==> src/rtl/delay_align_ctrl.sv <==
// delay_align_ctrl: skew-alignment controller that delays stream B onto reference stream A
// Ports: clk, rst (async, active-high); a_sop reference start-of-packet;
//   b_sop/b_vld/b_data stream B; relock re-measure request;
//   o_vld/o_sop/o_data stream B delayed by tap cycles; tap applied delay;
//   locked alignment established; err skew beyond MAX_DLY or B lagging A.
// Optional: define DELAY_ALIGN_STATS_EN to add slip_cnt, a saturating count of
//   LOCKED-state alignment misses plus ERROR entries.
module delay_align_ctrl #(
    parameter int WIDTH   = 16,
    parameter int MAX_DLY = 32,
    parameter int CNT_W   = $clog2(MAX_DLY + 2)
) (
    input  logic             clk,
    input  logic             rst,
    input  logic             a_sop,
    input  logic             b_sop,
    input  logic             b_vld,
    input  logic [WIDTH-1:0] b_data,
    input  logic             relock,
    output logic             o_vld,
    output logic             o_sop,
    output logic [WIDTH-1:0] o_data,
    output logic [CNT_W-1:0] tap,
    output logic             locked,
`ifdef DELAY_ALIGN_STATS_EN
    output logic             err,
    output logic [15:0]      slip_cnt
`else
    output logic             err
`endif
);
    localparam int DW = WIDTH + 2;
    typedef enum logic [1:0] {IDLE, MEASURE, LOCKED, ERROR} state_t;
    state_t state, state_nxt;
    logic [CNT_W-1:0] cnt, cnt_nxt, tap_nxt;
    logic [DW-1:0] chain [1:MAX_DLY];
    logic [DW-1:0] cur, sel;
    assign cur = {b_vld, b_sop, b_data};
    always_ff @(posedge clk or posedge rst) begin
        if (rst) begin
            for (int k = 1; k <= MAX_DLY; k++) chain[k] <= '0;
        end else begin
            chain[1] <= cur;
            for (int k = 2; k <= MAX_DLY; k++) chain[k] <= chain[k-1];
        end
    end
    // tap 0 bypasses the chain so the output follows the input in the same cycle
    always_comb begin
        sel = cur;
        for (int k = 1; k <= MAX_DLY; k++) if (tap == CNT_W'(k)) sel = chain[k];
    end
    always_ff @(posedge clk or posedge rst) begin
        if (rst) begin
            state <= IDLE;
            cnt   <= '0;
            tap   <= '0;
        end else begin
            state <= state_nxt;
            cnt   <= cnt_nxt;
            tap   <= tap_nxt;
        end
    end
    // cnt holds cycles elapsed since b_sop; timing out on cnt==MAX_DLY keeps every lockable tap legal
    always_comb begin
        state_nxt = state;
        cnt_nxt   = cnt;
        tap_nxt   = tap;
        if (relock) begin
            state_nxt = IDLE;
        end else begin
            case (state)
                IDLE: begin
                    if (b_sop && a_sop) begin
                        state_nxt = LOCKED;
                        tap_nxt   = '0;
                    end else if (b_sop) begin
                        state_nxt = MEASURE;
                        cnt_nxt   = CNT_W'(1);
                    end else if (a_sop) begin
                        state_nxt = ERROR;
                    end
                end
                MEASURE: begin
                    if (a_sop) begin
                        state_nxt = LOCKED;
                        tap_nxt   = cnt;
                    end else if (b_sop) begin
                        cnt_nxt = CNT_W'(1);
                    end else begin
                        cnt_nxt = cnt + CNT_W'(1);
                        if (cnt == CNT_W'(MAX_DLY)) state_nxt = ERROR;
                    end
                end
                LOCKED:  state_nxt = (a_sop && !sel[DW-2]) ? IDLE : LOCKED;
                default: state_nxt = ERROR;
            endcase
        end
    end
    // outputs are forced low while reset is asserted, even through the tap-0 bypass
    always_comb begin
        locked = state == LOCKED;
        err    = state == ERROR;
        o_vld  = !rst && sel[DW-1];
        o_sop  = !rst && sel[DW-2];
        o_data = rst ? '0 : sel[WIDTH-1:0];
    end
`ifdef DELAY_ALIGN_STATS_EN
    logic slip;
    assign slip = !relock && ((state == LOCKED && a_sop && !sel[DW-2]) ||
                              (state != ERROR && state_nxt == ERROR));
    always_ff @(posedge clk or posedge rst) begin
        if (rst) slip_cnt <= '0;
        else if (slip && slip_cnt != 16'hFFFF) slip_cnt <= slip_cnt + 16'd1;
    end
`endif
endmodule

==> config.mk <==
export PLATFORM = sky130hd
export DESIGN_NAME = delay_align_ctrl
export DESIGN_NICKNAME = d
export VERILOG_FILES = /design/src/rtl/delay_align_ctrl.sv
export SDC_FILE = /design/constraint.sdc
export NUM_CORES = 1
export LEC_CHECK = 0
export CAP_MARGIN = 20
export CORE_ASPECT_RATIO = 1.1
export CORE_MARGIN = 1
export CORE_UTILIZATION = 56
export CTS_CLUSTER_DIAMETER = 60
export DETAILED_ROUTE_END_ITERATION = 12
export GPL_TIMING_DRIVEN = 0
export PLACE_DENSITY = 0.78
export SLEW_MARGIN = 10
export SYNTH_ARGS = -nofsm -noshare
export SYNTH_HDL_FRONTEND = slang
export SYNTH_SLANG_ARGS = --single-unit
==> constraint.sdc <==
create_clock -name clk -period 46.4 [get_ports clk]
set_input_delay 9.28 -clock clk [delete_from_list [all_inputs] [get_ports clk]]
set_output_delay 9.28 -clock clk [all_outputs]
set_load 0.03 [all_outputs]
==> results by group <==
Run status
  – Status: finished clean

Finish
  – Most frequent cells in the layout: dfrtp_1, nor2_1, o21ai_0
  – Most common cell after layout, fill and taps aside: dfrtp_1
  – Final Net Count: between 1,500 and 2,000
  – Layout cells sized above 1: 10.81%
  – Area grow syn2layout: 14.53%
  – Filler Cell Count: 2,917
  – Storage element area: 14,760 µm²
  – Area of the multi-input gates: between 6000 and 7000 µm²

Hold path
  – WHS Endpoint: chain[498]
  – Hold Crit Class: reg -> reg
  – Hold path startpoint: chain[516]
  – Hold depth: 0

Drt
  – TritonRoute pass-1 iters: 6
  – # DRC: 0
  – Routed wire length: about 83,000 µm
  – Post-route ant nets: 0
  – Routed WL per cell: approximately 33 µm
  – Vias: ~17,000
  – DR iter-0 viols: 2,618
  – Drt via density: between 7 and 8

Clock tree
  – Post-CTS sizing: 0
  – TritonCTS buffer count: 56
  – Hold-fix buffers, CTS: 0
  – Reg clk slew, reported paths: around 70 ps
  – CTS Buffer Depth: 3
  – Setup Buffers After CTS: 0
  – Clk Latency, worst-skew pair: around 640 ps
  – Sink Count: 590
  – # H-tree levels: 2
  – CTS tree: built
  – Clk root buf: clkbuf_16

Yosys
  – Synth top area share: 66.37%
  – Gate Count Post-Synth: approximately 1,800
  – Avg Cell Area, Syn: 12.26 µm²
  – Distinct cells, synth: 77
  – Mapped Nets: between 1,500 and 2,000
  – Number of synthesis warnings: 0
  – Post-synth ARST share: between 90% and 100%
  – Area contributors post-synth: dfrtp_1, o21ai_0, a21oi_1
  – Leading area contributor after synthesis: dfrtp_1
  – Mapped Area: 22,250 µm²
  – Post-synth EDFFs: 0
  – Top FF cell, synth: dfrtp_1
  – Sequential area share after synthesis: between 60 and 70%
  – Number of synthesized register bits: between 500 and 600

Power
  – Lkg Pwr: about 0.011 µW
  – Pwr per Cell Area: 56.77 nW/µm²
  – Worst vdd ir: 42.38 µV

Setup path
  – Startpoint Class: primary input
  – Worst-path cell chain: clkbuf_1 -> clkinv_4 -> buf_16 -> nand2_1 -> o32a_1 -> a22oi_1 -> o31a_1 -> clkdlybuf4s50_1
  – RR Startpoint: tap[1]
  – CP top delay family: buffers and inverters
  – Worst r2r dst: state[1]
  – FF-to-FF setup slack: 41,690 ps
  – Arr. time, crit path: 12,570 ps
  – Crit path capture type: output pin
  – Setup Crit Path Kind: in -> out
  – Worst path depth: 8
  – Buf/Inv on CP: 4
  – Slowest CP cell: clkdlybuf4s50_1
  – R2R depth: 9
  – Crit-path max cell delay: approximately 700 ps
  – Req. time, crit path: 37,120 ps
  – Critical Path Fanout Max: 85

Global routing
  – Total congestion overflow: 0
  – Vias in the first global route: roughly 17,000
  – Largest net degree at the start of global routing: between 90 and 100
  – Tot GR Track Use: 42.50%
  – First-pass GRT wire length: around 120,000 µm
  – Initial antenna violation count: 7

Placed design
  – PortBufs: between 40 and 50
  – Placer Congestion: 1.005
  – DP Wirelength: about 56,000 µm

Die
  – Row count: 76
  – Die height: 211.0 µm
  – Boundary pin count: 48
  – Core Region: 39,180 µm²
  – Starting Density: a little under three fifths
  – Die ar.: slightly above 40,000 µm²
  – Die W: just under 200 µm

Timing
  – Setup violations, final: 0
  – Setup TNS: 0 ps
  – Unrepaired setup endpoints after global routing: false
  – Minimum hold slack: roughly 360 ps
  – Final Skew: 18.81 ps
  – Min Tclk post-route: approximately 22,000 ps
  – Final Hold Vio Count: 0
  – FMAX: ~46 MHz
  – Slew @ Worst Pin: ~1300 ps
  – Max_slew headroom: between 10% and 20%
  – Final Max Tran Viols: 0
  – Period utilization: roughly 47%

Job
  – Max-cap check violation count: 0
## Yosys cell counts, drive strengths merged, types with 11 or more instances
library cell	number
dfrtp	590
nor2	137
o21ai	136
a21oi	130
nand2	121
buf	71
mux2i	63
clkbuf	61
nand3	47
o22ai	38
mux2	30
a211oi	29
a221oi	25
a31oi	24
a22oi	23
nor3	22
o211ai	20
nor2b	18
nand2b	14
and2	11
mux4	11
o221ai	11
## worst max path at each step
stage          start         to  slack, ps
2_1_floorplan    rst  o_data[1]      11750
3_3_place_gp     rst  o_data[3]       3290
3_5_place_dp     rst      o_vld      24600
4_1_cts          rst      o_vld      24590
5_1_grt          rst      o_vld      24440
6_report         rst      o_vld      24550
## layer usage
metal | share of wire (%) | track usage [%] | wire length, µm | vias up
met3 | 13 | 14.90 | 10730 | 373
met2 | 43 | 59.89 | 35740 | 1351
met1 | 37 | 56.07 | 30640 | 8757
met4 | 7.1 | 27.29 | 5871 | 6
met5 | 0.055 | 0 | 46 | -
li1 | - | - | - | 6884
## state kept, by name (all words and copies together) (netlist names)
signal  cells
chain     576
cnt         6
state       2
tap         6
## metrics by stage
stage	setup WS, ps	util (%)	total power [µW]	cells	instance area [µm²]
CTS	24590	64.94	1422	2475	25440
global route	24440	65.01	1470	2478	25470
global placement	3292	59.58	946.8	2367	23340
detailed placement	24600	60.16	953.0	2377	23570
finish	24550	65.03	1447	2481	25480
floorplan	11750	-	769.4	1814	22250
## area by class of cell
cell class / count / area share [%]
clock inverters: 20 / 1.174
clock buffers: 78 / 6.178
repair buffers: 59 / 2.794
inverters: 9 / 0.1522
diodes: 3 / 0.02947
multi-input cells: 1083 / 26.96
plain buffers: 132 / 2.279
well taps: 507 / 2.490
flip-flops and latches: 590 / 57.95
## cells by family (layout without fill, tap and decap cells)
group,count (synthesis),in the layout,share of synthesized area [%]
xor gates and xnor gates,1,1,0.03938
AOI/OAI and AO/OA,554,554,16.21
DFF,590,590,66.37
and+or+nand+nor,422,422,9.038
muxes,104,104,5.467
buffers and inverters,141,298,2.762
adders and majority gates,2,2,0.1125
other,0,3,0
## power by group
part           internal (µW)  leakage (µW)  switching (µW)
registers                542       0.00690            18.9
clock network            275      0.000916             202
logic                    113       0.00279             296
Note: power is estimated with default switching activity, not from simulation.
